**src/rtl/bus_cycle_ctrl.sv**
```systemverilog
// 8051-style external bus cycle controller: 12-clk machine cycles, arbitration
// at tick 0, multiplexed P0 address/data bus with ALE/PSEN/RD/WR strobes.
module bus_cycle_ctrl #(
    parameter logic [15:0] IROM_TOP = 16'h0FFF
) (
    input  logic        clk,
    input  logic        reset,
    input  logic        EA,
    input  logic        fetch_req,
    input  logic [15:0] fetch_addr,
    input  logic        data_req,
    input  logic        data_we,
    input  logic [15:0] data_addr,
    input  logic [7:0]  data_wdata,
    input  logic [7:0]  irom_data,
    input  logic [7:0]  P0_in,
    output logic        fetch_ack,
    output logic        data_ack,
    output logic [7:0]  rdata,
    output logic [11:0] irom_addr,
    output logic        ALE,
    output logic        PSEN,
    output logic        RD,
    output logic        WR,
    output logic [7:0]  P0_out,
    output logic        P0_oe,
    output logic [7:0]  P2_out
);

    typedef enum logic [2:0] {
        ST_IDLE   = 3'd0,
        ST_IFETCH = 3'd1,
        ST_XFETCH = 3'd2,
        ST_XREAD  = 3'd3,
        ST_XWRITE = 3'd4
    } cyc_state_t;

    cyc_state_t  state_q, state_d;
    logic [3:0]  tick_q, tick_d;
    logic        run_q, run_d;
    logic [15:0] addr_q, addr_d;
    logic [7:0]  wdata_q, wdata_d;

    logic        ale_q, ale_d;
    logic        psen_q, psen_d;
    logic        rd_q, rd_d;
    logic        wr_q, wr_d;
    logic [7:0]  p0_out_q, p0_out_d;
    logic        p0_oe_q, p0_oe_d;
    logic [7:0]  p2_out_q, p2_out_d;
    logic [11:0] irom_addr_q, irom_addr_d;
    logic        fetch_ack_q, fetch_ack_d;
    logic        data_ack_q, data_ack_d;
    logic [7:0]  rdata_q, rdata_d;
    logic        is_ext;

    // State register: tick counter, cycle type and latched access operands.
    always_ff @(posedge clk or negedge reset) begin
        if (!reset) begin
            state_q <= ST_IDLE;
            tick_q  <= 4'd0;
            run_q   <= 1'b0;
            addr_q  <= 16'h0000;
            wdata_q <= 8'h00;
        end else begin
            state_q <= state_d;
            tick_q  <= tick_d;
            run_q   <= run_d;
            addr_q  <= addr_d;
            wdata_q <= wdata_d;
        end
    end

    // Next-state: advance tick; on entry to tick 0 arbitrate (data beats fetch).
    always_comb begin
        state_d = state_q;
        addr_d  = addr_q;
        wdata_d = wdata_q;
        run_d   = 1'b1;
        // The first edge after reset release enters tick 0 directly.
        if (!run_q || tick_q == 4'd11) begin
            tick_d = 4'd0;
        end else begin
            tick_d = tick_q + 4'd1;
        end
        if (tick_d == 4'd0) begin
            if (data_req) begin
                state_d = data_we ? ST_XWRITE : ST_XREAD;
                addr_d  = data_addr;
                wdata_d = data_wdata;
            end else if (fetch_req) begin
                state_d = (EA && (fetch_addr <= IROM_TOP)) ? ST_IFETCH : ST_XFETCH;
                addr_d  = fetch_addr;
            end else begin
                state_d = ST_IDLE;
            end
        end else begin
            state_d = state_q;
        end
    end

    // Output decode: values for the tick being entered, so pins come straight from flops.
    always_comb begin
        ale_d       = (tick_d <= 4'd1);
        psen_d      = 1'b1;
        rd_d        = 1'b1;
        wr_d        = 1'b1;
        p0_out_d    = p0_out_q;
        p0_oe_d     = 1'b0;
        p2_out_d    = p2_out_q;
        irom_addr_d = irom_addr_q;
        fetch_ack_d = 1'b0;
        data_ack_d  = 1'b0;
        rdata_d     = rdata_q;
        is_ext      = (state_d == ST_XFETCH) || (state_d == ST_XREAD) || (state_d == ST_XWRITE);

        case (state_d)
            ST_IFETCH: begin
                irom_addr_d = addr_d[11:0];
                fetch_ack_d = (tick_d == 4'd11);
            end
            ST_XFETCH: begin
                psen_d      = !((tick_d >= 4'd3) && (tick_d <= 4'd8));
                fetch_ack_d = (tick_d == 4'd11);
            end
            ST_XREAD: begin
                rd_d       = !((tick_d >= 4'd3) && (tick_d <= 4'd10));
                data_ack_d = (tick_d == 4'd11);
            end
            ST_XWRITE: begin
                wr_d       = !((tick_d >= 4'd3) && (tick_d <= 4'd10));
                data_ack_d = (tick_d == 4'd11);
            end
            default: begin
                psen_d = 1'b1;
            end
        endcase

        if (is_ext) begin
            p2_out_d = addr_d[15:8];
            if (tick_d <= 4'd2) begin
                p0_out_d = addr_d[7:0];
                p0_oe_d  = 1'b1;
            end else if (state_d == ST_XWRITE) begin
                p0_out_d = wdata_d;
                p0_oe_d  = 1'b1;
            end else begin
                p0_oe_d = 1'b0;
            end
        end else begin
            p0_oe_d = 1'b0;
        end

        // Read data is captured at the end of the current tick, so it keys off _q.
        case (state_q)
            ST_IFETCH: begin
                if (tick_q == 4'd8) rdata_d = irom_data;
                else                rdata_d = rdata_q;
            end
            ST_XFETCH: begin
                if (tick_q == 4'd8) rdata_d = P0_in;
                else                rdata_d = rdata_q;
            end
            ST_XREAD: begin
                if (tick_q == 4'd10) rdata_d = P0_in;
                else                 rdata_d = rdata_q;
            end
            default: begin
                rdata_d = rdata_q;
            end
        endcase
    end

    // Output registers.
    always_ff @(posedge clk or negedge reset) begin
        if (!reset) begin
            ale_q       <= 1'b0;
            psen_q      <= 1'b1;
            rd_q        <= 1'b1;
            wr_q        <= 1'b1;
            p0_out_q    <= 8'h00;
            p0_oe_q     <= 1'b0;
            p2_out_q    <= 8'h00;
            irom_addr_q <= 12'h000;
            fetch_ack_q <= 1'b0;
            data_ack_q  <= 1'b0;
            rdata_q     <= 8'h00;
        end else begin
            ale_q       <= ale_d;
            psen_q      <= psen_d;
            rd_q        <= rd_d;
            wr_q        <= wr_d;
            p0_out_q    <= p0_out_d;
            p0_oe_q     <= p0_oe_d;
            p2_out_q    <= p2_out_d;
            irom_addr_q <= irom_addr_d;
            fetch_ack_q <= fetch_ack_d;
            data_ack_q  <= data_ack_d;
            rdata_q     <= rdata_d;
        end
    end

    assign ALE       = ale_q;
    assign PSEN      = psen_q;
    assign RD        = rd_q;
    assign WR        = wr_q;
    assign P0_out    = p0_out_q;
    assign P0_oe     = p0_oe_q;
    assign P2_out    = p2_out_q;
    assign irom_addr = irom_addr_q;
    assign fetch_ack = fetch_ack_q;
    assign data_ack  = data_ack_q;
    assign rdata     = rdata_q;

endmodule

```
**config.mk**
```make
export PLATFORM = sky130hd
export DESIGN_NAME = bus_cycle_ctrl
export DESIGN_NICKNAME = d
export VERILOG_FILES = /design/src/rtl/bus_cycle_ctrl.sv
export SDC_FILE = /design/constraint.sdc
export NUM_CORES = 1
export LEC_CHECK = 0
export ABC_AREA = 1
export BUFFER_PORTS_ARGS = -buffer_cell sky130_fd_sc_hd__buf_4
export CAP_MARGIN = 10
export CORE_UTILIZATION = 27
export CTS_BUF_LIST = sky130_fd_sc_hd__clkbuf_4 sky130_fd_sc_hd__clkbuf_8
export DETAILED_ROUTE_END_ITERATION = 6
export SLEW_MARGIN = 25
export SYNTH_ARGS = -nofsm -noshare
export SYNTH_HDL_FRONTEND = slang
export SYNTH_SLANG_ARGS = --single-unit
```
**constraint.sdc**
```tcl
create_clock -name clk -period 2.5 [get_ports clk]
set_clock_uncertainty 0.05 [all_clocks]
set_input_delay 0.25 -clock clk [delete_from_list [all_inputs] [get_ports clk]]
set_output_delay 0.25 -clock clk [all_outputs]
set_load 0.005 [all_outputs]
```
# Word level (Yosys, flattened, before mapping)

Index checks and enable logic that the tools add are counted.

$lt $le $gt $ge: 6
Mux-type cells: 25
Add/sub/neg operators: 1
Equality and inequality tests: 14
Reductions and logical operators: 16

Operator list:

| operator                                                          | count |
|---|---|
| two-way mux 8 bit                                                 | 7 |
| two-way mux 16 bit                                                | 3 |
| case mux 8 bit (3 select lines)                                   | 1 |
| equality test 4 bit, second input constant                        | 4 |
| <= comparator 16 x 12 -> 1 bit, second input constant             | 1 |
| equality test 3 x 2 -> 1 bit, second input constant               | 4 |
| two-way mux 3 bit                                                 | 3 |
| <= comparator 4 bit, second input constant                        | 2 |
| two-way mux 1 bit                                                 | 8 |
| equality test 3 x 1 -> 1 bit, second input constant               | 2 |
| != test 2 bit, second input constant                              | 3 |
| adder 4 x 1 -> 4 bit, second input constant                       | 1 |
| greater-or-equal comparator 4 x 2 -> 1 bit, second input constant | 1 |
| <= comparator 4 x 1 -> 1 bit, second input constant               | 1 |
| <= comparator 4 x 2 -> 1 bit, second input constant               | 1 |
| zero test 4 bit                                                   | 1 |
| two-way mux 2 bit                                                 | 2 |
| two-way mux 4 bit                                                 | 1 |
| AND reduction 4 bit                                               | 1 |
| OR reduction 2 bit                                                | 2 |
| equality test 3 bit, second input constant                        | 1 |
| logical AND 1 bit                                                 | 3 |
| zero test 1 bit                                                   | 3 |
| logical OR 1 bit                                                  | 3 |
| 3 further kinds                                                   | 3 |

Register bits after elaboration: 75
Word-level logic and storage cells: 78
Output and inout bits: 43
Input bits: 62

# Depth between registers and ports, before layout

Gate-level depths: netlist (run 1).

Depth after elaboration: 10
Mapped depth: 14
Depth with buffers taken out: 14

# Least setup slack after synthesis (run 1)

No wires, ideal clock.

Path type: flip-flop to flip-flop
From: register tick_q[0]
To: register p2_out_q[0], in the netlist P2_out[0]
Cell stages (with the launch flop): 13
Library setup time: 118 ps
Setup slack: 372 ps
Period minus slack after synthesis: 2,128 ps
Buffers on the path: 2
Required time: 2,332 ps
Data arrival time: 1,960 ps
Path through: dfrtp_1 > inv_2 > ha_1 > o211ai_2 > nand3_2 > buf_6 > nand2_2 > nand2_2 > nand3_4 > nand3_4 > buf_6 > nand2_1 > o21ai_2

Word-level cells in the longest chain between the ends: 8
Elaborated cells between the ends (all ways): 12
Classes of those cells: 1 x add/sub; 4 x eq/ne; 3 x mux; 4 x reduce/logical

RTL lines:

| item                                                         | RTL line | text |
|---|---|---|
| start, declared                                              | 39       | `logic [3:0] tick_q, tick_d;` |
| start signal, assigned                                       | 67       | `tick_q <= tick_d;` |
| branches (longest 2 deep; another with adder 4 x 1 -> 4 bit) | --       |  |
| two-way mux 4 bit *                                          | 81       | `if (!run_q \|\| tick_q == 4'd11) begin` |
| zero test 4 bit *                                            | 86       | `if (tick_d == 4'd0) begin` |
| two-way mux 3 bit                                            | 86       |  |
| equality test 3 x 2 -> 1 bit                                 | 115      | `is_ext = (state_d == ST_XFETCH) \|\| (state_d == ST_XREAD) \|\| (state_d == ST_XWRITE);` |
| logical OR 1 bit (2 in series)                               | 115      |  |
| end signal, assigned                                         | 195      | `p2_out_q <= p2_out_d;` |
| end, declared                                                | 50       | `logic [7:0] p2_out_q, p2_out_d;` |

Every way passes the cells marked *.
A chain may end at the register's enable or synchronous reset.

# Worst setup path in the final report (run 1)

From: register tick_q[0]
To: register p0_out_q[3], in the netlist P0_out[3]

Elaborated cells between the ends (all ways): 18
Classes of those cells: 1 x add/sub; 1 x order compare; 4 x eq/ne; 6 x mux; 6 x reduce/logical

RTL lines:

| item                                                         | RTL line | text |
|---|---|---|
| branches (longest 2 deep; another with adder 4 x 1 -> 4 bit) | --       |  |
| two-way mux 4 bit *                                          | 81       |  |
| zero test 4 bit *                                            | 86       |  |
| two-way mux 16 bit *                                         | 86       |  |
| net addr_d[3]                                                | 41       | `logic [15:0] addr_q, addr_d;` |
| two-way mux 8 bit *                                          | 141      | `if (tick_d <= 4'd2) begin` |
| end signal, assigned                                         | 193      | `p0_out_q <= p0_out_d;` |
| end, declared                                                | 48       | `logic [7:0] p0_out_q, p0_out_d;` |

Mark *: on every way through the listed nets, which the timed path passes. The select of a mux whose other input is x is not followed.

==> results of run 1 <==
[stage by stage]
stage,hold slack (ps),utilization,cells
global route,85.8,0.376,716
detailed placement,421,0.356,691
floorplan,-95.6,-,416
global placement,409,0.356,691
finish,93.2,0.376,716
CTS,43.8,0.369,707
[worst max-delay path, stage by stage (launching register included)]
cell      delay, ps
dfrtp_1         430
inv_2            80
ha_1            320
o211ai_2        240
nand3_4         140
buf_4           250
o21ai_0         390
nand2_1         110
nand2_1         100
nand3_2          80
nand2_1          70
[where the power goes]
part,switching [mW],total (mW),internal [mW]
logic,0.681,1.36,0.682
registers,0.193,1.73,1.53
clock network,0.454,0.842,0.388
total,1.33,3.93,2.60
[final cells by class]
| type | instances | area [µm²] |
|---|---|---|
| Timing Repair Buffer | 124 | 950 |
| Fill cell | 1390 | 8400 |
| Clock inverter | 5 | 38.8 |
| Inverter | 34 | 133 |
| Tap cell | 176 | 220 |
| Clock buffer | 11 | 139 |
| Sequential cell | 75 | 1880 |
| Multi-Input combinational cell | 291 | 1700 |
[sequential cells by signal, summed over array words and instances (netlist names)]
name       flops
addr_q        16
irom_addr     12
P0_out         8
P2_out         8
rdata          8
wdata_q        8
tick_q         4
state_q        3
ALE            1
P0_oe          1
PSEN           1
RD             1
WR             1
data_ack       1
fetch_ack      1
run_q          1
[timing repair]
item,CTS,global route
endpoints found under the hold margin,0,72
hold buffers,0,1
resized for setup,0,7
setup buffers,0,7
setup endpoints to repair,0,18
[metal layers]
metal	up-vias	GRT usage	routed length [µm]
li1	1607	-	-
met1	1461	0.174	4280
met2	90	0.237	4750
met3	8	0.0302	414
met4	0	0.0378	128
met5	-	0	0
[path summary, 6_finish.rpt]
path / endpoint / slack, ps
worst min-delay path: wdata_q[3] / 90
worst min register to register: P0_out[0] / 430
min in group asynchronous: rdata[0] / 440
worst max-delay path: P0_out[3] / 160
worst max register to register: P0_out[3] / 160
max in group asynchronous: addr_q[6] / 1490
[cell usage in the layout (no fill, tap or decap), drive strengths merged, types with 3 or more instances in the layout]
cell type and n:
inv 35, buf 123, nor3 3, nand2 144, nor2 21, dfrtp 72
clkbuf 11, a21oi 12, nand3 23, o211ai 17, dfstp 3, nand4 4
mux2i 16, clkinv 3, ha 3, o21ai 35, mux2 8
[cell families after synthesis]
family,count (synthesis),synth area share
DFF,75,0.495
AOI/OAI and AO/OA,66,0.114
buffers and inverters,51,0.0646
other,1,0.000988
adders and majority gates,3,0.00989
muxes,24,0.0659
and+or+nand+nor,196,0.249
==> flow_metrics.py, run 1 <==
metrics = {
    "route": {
        "drt_first_iter_violations": 147,
        "antenna_left": 0,
        "firstDrtPassIters": 4,
        "vias": 3166,
        "routed_wl_mm": 9.57,
        "drc": 0,
        "via_per_inst": 4.42,
        "detail_route.wl_per_cell_um": 13.4,
    },
    "layout": {
        "design_area_um2": 5060,
        "areaGrowthSynthToFinish_pct": 33.1,
        "final_nets": 600,
        "antennaDiodeCount": 0,
        "drive_above_1_share": 0.376,
    },
    "place": {
        "place_area_um2": 4790,
        "gp_congestion": 0.866,
        "dp.final_hpwl_mm": 7.23,
        "post-place-ws_ps": 116,
        "io_buffers": 104,
    },
    "floorplanning": {
        "dieArea_um2": 14500,
        "core_area_um2": 13500,
        "num_rows": 42,
        "die-width_um": 121,
        "die_h_um": 121,
        "initial_utilization": 0.282,
        "ios": 105,
    },
    "logic_synthesis": {
        "yosysMostFrequentCell": "nand2_1",
        "syn-num-nets": 481,
        "ys_seq_area_frac": 0.495,
        "synthTopCellsByCount": "nand2_1, dfrtp_1, inv_1",
        "postSynthCellCount": 416,
        "synth_ff_type": "dfrtp_1",
        "ys.warnings.count": 0,
        "synth_edf_count": 0,
        "synthArstFlopShare": 1.00,
        "synth_seq_cells": 75,
        "synth_top_area_frac": 0.474,
        "synthTopCellsByArea": "dfrtp_1, nand2_1, mux2i_1",
        "synth_top_cell_by_area": "dfrtp_1",
        "yosysUniqueCellTypes": 38,
        "post_synth.cell_area_avg_um2": 9.13,
        "syn_area_um2": 3800,
    },
    "clock_tree": {
        "cts_buffers": 9,
        "clk_latency_ps": 350,
        "clock-sinks": 75,
        "clk_pin_slew_ps": 80,
        "clock_path_buffers": 2,
        "cts-htree-levels": 3,
        "cts_tree": "yes",
        "root_buffer": "clkbuf_8",
    },
    "timing": {
        "setup_viol": 0,
        "post-route-period-util": 0.937,
        "tightest_slew_ps": 682,
        "slew_violations": 0,
        "worst_slack_ps": 157,
        "slew_headroom": 0.545,
        "period_minus_slack_ps": 2340,
        "fin_setup_tns_ps": 0,
        "final_hold_viol_count": 0,
        "clock.fmax_ghz": 0.427,
    },
    "power": {
        "leakage_nw": 2.52,
        "power_mw": 3.93,
        "ir_drop_mv": 0.333,
        "p_per_area_nw_per_um2": 778,
    },
    "critical_path": {
        "worstSetupPathType": "flop to flop",
        "startpoint_type": "flop",
        "rr_worst_depth": 10,
        "cp_data_required_time_ps": 2730,
        "cp_max_fo": 26,
        "arrival_ps": 2570,
        "critPathCaptureType": "flop",
        "reg2reg_from": "tick_q[0]",
        "crit_start": "tick_q[0]",
    },
    "run_status": {
        "status": "completed",
    },
    "min_path": {
        "min_from": "data_wdata[3]",
        "whs_path_depth": 3,
        "hold_class": "input pin to flop",
    },
    "run": {
        "maxCapViolCount": 0,
    },
    "global_routing": {
        "grt_overflow": 0,
        "antenna_found_initial": 0,
        "grt_pass1_wl_mm": 15.7,
        "grt_max_degree": 76,
        "grt_pass1_vias": 3241,
        "grt_use_total": 0.138,
    },
}
Power figures use the tool's default switching activity.
==> inputs of run 2 (changes only) <==
Settings changed: ABC_AREA 1 to 0, CORE_MARGIN set to 3.
==> run 2 against run 1 <==
Worst hold slack worse by 54 ps. Sequential power increased by 2%. Setup slack worse by 82 ps. First-iteration DRC count up 45%. Synthesized cell count decreased by 15%. Critical path type unchanged. Largest power group unchanged. Highest routed layer unchanged.
==> flow_metrics.py, run 2 <==
metrics = {
    "logic_synthesis": {
        "yosysMostFrequentCell": "dfrtp_1",
        "postSynthCellCount": 353,
        "yosysUniqueCellTypes": 52,
        "ys_seq_area_frac": 0.506,
        "synthTopCellsByArea": "dfrtp_1, o22ai_1, nand2_1",
        "syn-num-nets": 418,
        "synth_top_area_frac": 0.485,
        "post_synth.cell_area_avg_um2": 10.5,
        "ys.warnings.count": 0,
        "syn_area_um2": 3720,
        "synth_top_cell_by_area": "dfrtp_1",
        "synthTopCellsByCount": "dfrtp_1, nand2_1, nor2_1",
        "synth_seq_cells": 75,
        "synth_ff_type": "dfrtp_1",
        "synthArstFlopShare": 1.00,
        "synth_edf_count": 0,
    },
    "floorplanning": {
        "num_rows": 42,
        "ios": 105,
        "die-width_um": 123,
        "core_area_um2": 13300,
        "dieArea_um2": 15200,
        "initial_utilization": 0.279,
        "die_h_um": 123,
    },
    "layout": {
        "drive_above_1_share": 0.414,
        "largest_register_ffs": 16,
        "final_common_cell": "buf_4",
        "final_nets": 541,
        "register_area_um2": 1880,
        "antennaDiodeCount": 0,
        "fin_cells": 657,
        "fill_cells": 1363,
        "largest-register": "addr_q",
        "areaGrowthSynthToFinish_pct": 39.8,
        "multi_input_area_um2": 1780,
        "mostFrequentLayoutCells": "buf_4, dfrtp_1, nand2_1",
    },
    "run_status": {
        "status": "completed",
    },
    "timing": {
        "tightest_slew_ps": 701,
        "slew_headroom": 0.533,
        "period_minus_slack_ps": 2420,
        "final_hold_viol_count": 0,
        "worst_slack_ps": 75.2,
        "setup_viol": 0,
        "slew_violations": 0,
        "post-route-period-util": 0.970,
        "clock.fmax_ghz": 0.412,
    },
    "critical_path": {
        "startpoint_type": "flop",
        "critPathCaptureType": "flop",
        "worstSetupPathType": "flop to flop",
        "rr_worst_depth": 10,
        "arrival_ps": 2610,
        "cp_max_fo": 8,
        "cp_data_required_time_ps": 2680,
    },
    "clock_tree": {
        "clk_pin_slew_ps": 80,
        "cts-htree-levels": 3,
        "cts_buffers": 9,
        "clock-sinks": 75,
        "clk_latency_ps": 350,
        "clock_path_buffers": 2,
        "cts_tree": "yes",
        "root_buffer": "clkbuf_8",
    },
    "place": {
        "dpl.cell_count": 638,
        "post-place-ws_ps": -19.8,
        "gp_congestion": 0.860,
        "io_buffers": 104,
        "dp.final_hpwl_mm": 7.65,
    },
    "power": {
        "leakage_nw": 2.50,
        "ir_drop_mv": 0.337,
        "p_per_area_nw_per_um2": 811,
    },
    "route": {
        "firstDrtPassIters": 4,
        "drc": 0,
        "routed_wl_mm": 10.6,
        "antenna_left": 0,
        "vias": 3080,
        "via_per_inst": 4.69,
        "detail_route.wl_per_cell_um": 16.1,
        "drt_first_iter_violations": 213,
    },
    "global_routing": {
        "grt_use_total": 0.139,
        "grt_pass1_wl_mm": 16.2,
        "antenna_found_initial": 0,
        "grt_overflow": 0,
        "grt_pass1_vias": 3137,
        "grt_max_degree": 76,
    },
    "run": {
        "maxCapViolCount": 0,
    },
    "min_path": {
        "hold_class": "input pin to flop",
        "whs_path_depth": 3,
    },
}
-- run 2: cell type report --
cell class | instances | area share
Clock inverter | 5 | 0.0144
Clock buffer | 11 | 0.0291
Sequential cell | 75 | 0.362
Multi-Input combinational cell | 244 | 0.342
Timing Repair Buffer | 133 | 0.201
Tap cell | 176 | 0.0424
Inverter | 13 | 0.00939
-- run 2: worst max-delay path: stages, from the launching register on --
cell and delay, ps:
dfrtp_1 420, inv_2 70, ha_4 280, o221ai_4 120, buf_6 160, and2_1 160
and2_4 160, a22o_4 250, mux2i_4 170, buf_12 150, mux2_2 330
-- run 2: where the power goes --
| part | internal (mW) | switching, mW | total, mW |
|---|---|---|---|
| logic | 0.833 | 0.552 | 1.39 |
| registers | 1.54 | 0.231 | 1.77 |
| clock network | 0.612 | 0.450 | 1.06 |
-- run 2: metal layers --
layer  vias up  share of wire  global-route usage
met3        11          0.055              0.0334
li1       1491              -                   -
met2        95           0.49               0.224
met4         0          0.012              0.0436
met1      1483           0.44               0.184
met5         -              0                   0
-- run 2: logic make-up (layout without fill, tap and decap cells) --
logic type               Yosys count  count (layout)  share of synthesized area
AND/OR/NAND/NOR                  104             104                      0.131
XOR/XNOR                           4               4                     0.0114
buffers and inverters             35             162                     0.0454
AO/OA/AOI/OAI                     93              94                      0.172
other                              1               1                    0.00101
flip-flops                        75              75                      0.506
adder cells (fa/ha/maj)            3               3                     0.0101
multiplexers                      38              38                      0.123
-- run 2: worst paths after layout --
| check | from | to | slack [ps] |
|---|---|---|---|
| worst max-delay path | tick_q[1] | P2_out[1] | 80 |
| worst min register to register | wdata_q[4] | wdata_q[4] | 430 |
| min in group asynchronous | reset | rdata[7] | 430 |
| worst max register to register | tick_q[1] | P2_out[1] | 80 |
| worst min-delay path | data_wdata[0] | wdata_q[0] | 40 |
| max in group asynchronous | reset | tick_q[0] | 1420 |
-- run 2: through the flow --
stage	hold WS, ps	instance area (µm²)	setup TNS [ps]	utilization	total power [mW]
5_1_grt	30.0	5200	-13.7	0.389	4.48
2_1_floorplan	-95.6	3720	0	-	2.39
6_report	39.3	5200	0	0.389	4.22
4_1_cts	30.6	5080	0	0.380	4.22
3_5_place_dp	398	4830	-134	0.362	3.13
3_3_place_gp	394	4830	0	0.362	3.10
-- run 2: timing repair --
| action | CTS | global route |
|---|---|---|
| endpoints found under the setup margin | 20 | 28 |
| gates cloned | 0 | 1 |
| setup buffers | 1 | 0 |
| gates resized for setup | 1 | 17 |
| hold endpoints to repair | 0 | 72 |
| pin swaps | 0 | 8 |
| hold buffers | 0 | 1 |
==> inputs of run 3 (changes only) <==
==> constraint.sdc (replaced) <==
create_clock -name clk -period 2.5 [get_ports clk]
set_clock_uncertainty 0.05 [all_clocks]
set_input_delay 0.125 -clock clk [delete_from_list [all_inputs] [get_ports clk]]
set_output_delay 0.125 -clock clk [all_outputs]
set_load 0.005 [all_outputs]
==> run 3 against run 2 <==
Cell count rose by 1.8%. Utilization rose by 0.90 points. Critical endpoint unchanged. Die area did not move. Non-clock buffer count rose by 12.
==> flow_metrics.py, run 3 (synthesis gave the netlist of run 2 again) <==
metrics = {
    "floorplanning": {
        "dieArea_um2": 15200,
        "core_area_um2": 13300,
        "die-width_um": 123,
        "num_rows": 42,
        "initial_utilization": 0.279,
        "ios": 105,
        "die_h_um": 123,
    },
    "power": {
        "leakage_nw": 2.55,
        "power_mw": 4.23,
        "p_per_area_nw_per_um2": 796,
        "ir_drop_mv": 0.336,
    },
    "run": {
        "maxCapViolCount": 0,
    },
    "critical_path": {
        "cp_max_fo": 8,
        "startpoint_type": "flop",
        "cp_data_required_time_ps": 2680,
        "arrival_ps": 2600,
        "worstSetupPathType": "flop to flop",
        "path_cells": "inv_2, ha_4, o221ai_4, buf_6, and2_1, and2_4, a22o_4, mux2i_4, buf_12, mux2_2",
        "critPathMaxStageDelay_ps": 420,
        "critPathCaptureType": "flop",
        "crit_path_top_delay_cell": "dfrtp_1",
    },
    "timing": {
        "slew_headroom": 0.532,
        "clock.fmax_ghz": 0.413,
        "setup_viol": 0,
        "slew_violations": 0,
        "final_hold_viol_count": 0,
        "post-route-period-util": 0.969,
        "period_minus_slack_ps": 2420,
        "hold_ws_ps": 22.2,
        "tightest_slew_ps": 702,
    },
    "layout": {
        "final_nets": 553,
        "antennaDiodeCount": 0,
        "largest_register_ffs": 16,
        "fill_cells": 1356,
        "mostFrequentLayoutCells": "buf_4, dfrtp_1, nand2_1",
        "areaGrowthSynthToFinish_pct": 43.0,
        "final_common_cell": "buf_4",
        "largest-register": "addr_q",
        "fin_cells": 669,
        "drive_above_1_share": 0.404,
    },
    "route": {
        "vias": 3149,
        "firstDrtPassIters": 4,
        "drt_first_iter_violations": 182,
        "detail_route.wl_per_cell_um": 15.9,
        "via_per_inst": 4.71,
        "antenna_left": 0,
        "routed_wl_mm": 10.6,
        "drc": 0,
    },
    "global_routing": {
        "grt_use_total": 0.139,
        "grt_overflow": 0,
        "grtUsageMet3": 0.0329,
        "busiest_layer": "met2",
        "grt_pass1_vias": 3176,
        "use_met1": 0.184,
        "grt_pass1_wl_mm": 16.3,
        "use_met2": 0.225,
        "grt_max_degree": 76,
        "antenna_found_initial": 0,
    },
    "place": {
        "dp.final_hpwl_mm": 7.65,
        "gp_congestion": 0.860,
        "dpl.cell_count": 638,
        "io_buffers": 104,
    },
    "clock_tree": {
        "clock_path_buffers": 2,
        "clk_pin_slew_ps": 80,
        "cts_buffers": 9,
        "clock-sinks": 75,
        "root_buffer": "clkbuf_8",
        "cts-htree-levels": 3,
        "cts_tree": "yes",
        "clk_latency_ps": 350,
    },
    "min_path": {
        "hold_class": "input pin to flop",
    },
    "run_status": {
        "status": "completed",
    },
}
[run 3: cell count changes in the layout (fill, tap and decap cells not counted), sizes merged]
cell | previous run | this run
dlygate4sd3 | 1 | 13
[run 3: area by class of cell]
type / instances / area (µm²) / area share
sequential: 75 / 1880 / 0.354
multi-input combinational: 244 / 1780 / 0.334
timing repair buffer: 145 / 1170 / 0.219
tap: 176 / 220 / 0.0414
clock buffer: 11 / 151 / 0.0285
clock inverter: 5 / 75.1 / 0.0141
inverter: 13 / 48.8 / 0.00917
[run 3: metrics by stage]
stage	worst slack, ps	utilization	instance area [µm²]	setup TNS [ps]
4_1_cts	12.9	0.390	5210	0
3_5_place_dp	-19.8	0.362	4830	-134
5_1_grt	-13.7	0.398	5320	-13.7
3_3_place_gp	46.6	0.362	4830	0
6_report	76.9	0.398	5320	0
2_1_floorplan	12.0	-	3720	0
[run 3: repair_timing]
item / 4_1_cts / 5_1_grt
hold buffers: 13 / 0
cloned: 0 / 1
gates resized for setup: 1 / 17
endpoints found under the setup margin: 20 / 28
hold endpoints to repair: 84 / 0
setup buffers: 1 / 0
pin swaps: 0 / 8
[run 3: final timing paths]
check,startpoint,endpoint,slack (ps),depth (start not counted)
setup / recovery,tick_q[1],P2_out[1],80,10
hold / removal,P0_in[4],rdata[4],20,3
setup reg to reg,tick_q[1],P2_out[1],80,10
hold reg to reg,wdata_q[4],wdata_q[4],430,2
max in group asynchronous,reset,tick_q[0],1550,2
min in group asynchronous,reset,rdata[7],300,2
[run 3: critical path, delay by kind of cell (launching register included)]
family                   cells  cell delay (ps)
multiplexers                 2              500
flip-flops                   1              420
buffers and inverters        3              380
AO/OA/AOI/OAI                2              370
AND/OR/NAND/NOR              2              320
adder cells (fa/ha/maj)      1              280
[run 3: report_power, final]
part	leakage [nW]	internal, mW	switching, mW
clock network	0.119	0.612	0.448
logic	1.57	0.845	0.556
registers	0.870	1.54	0.231
total	2.55	3.00	1.24
[run 3: routing by layer]
| layer | vias up | wire (µm) |
|---|---|---|
| met4 | 0 | 157 |
| met3 | 13 | 594 |
| met1 | 1521 | 4690 |
| met5 | - | 0 |
| li1 | 1515 | - |
| met2 | 100 | 5200 |
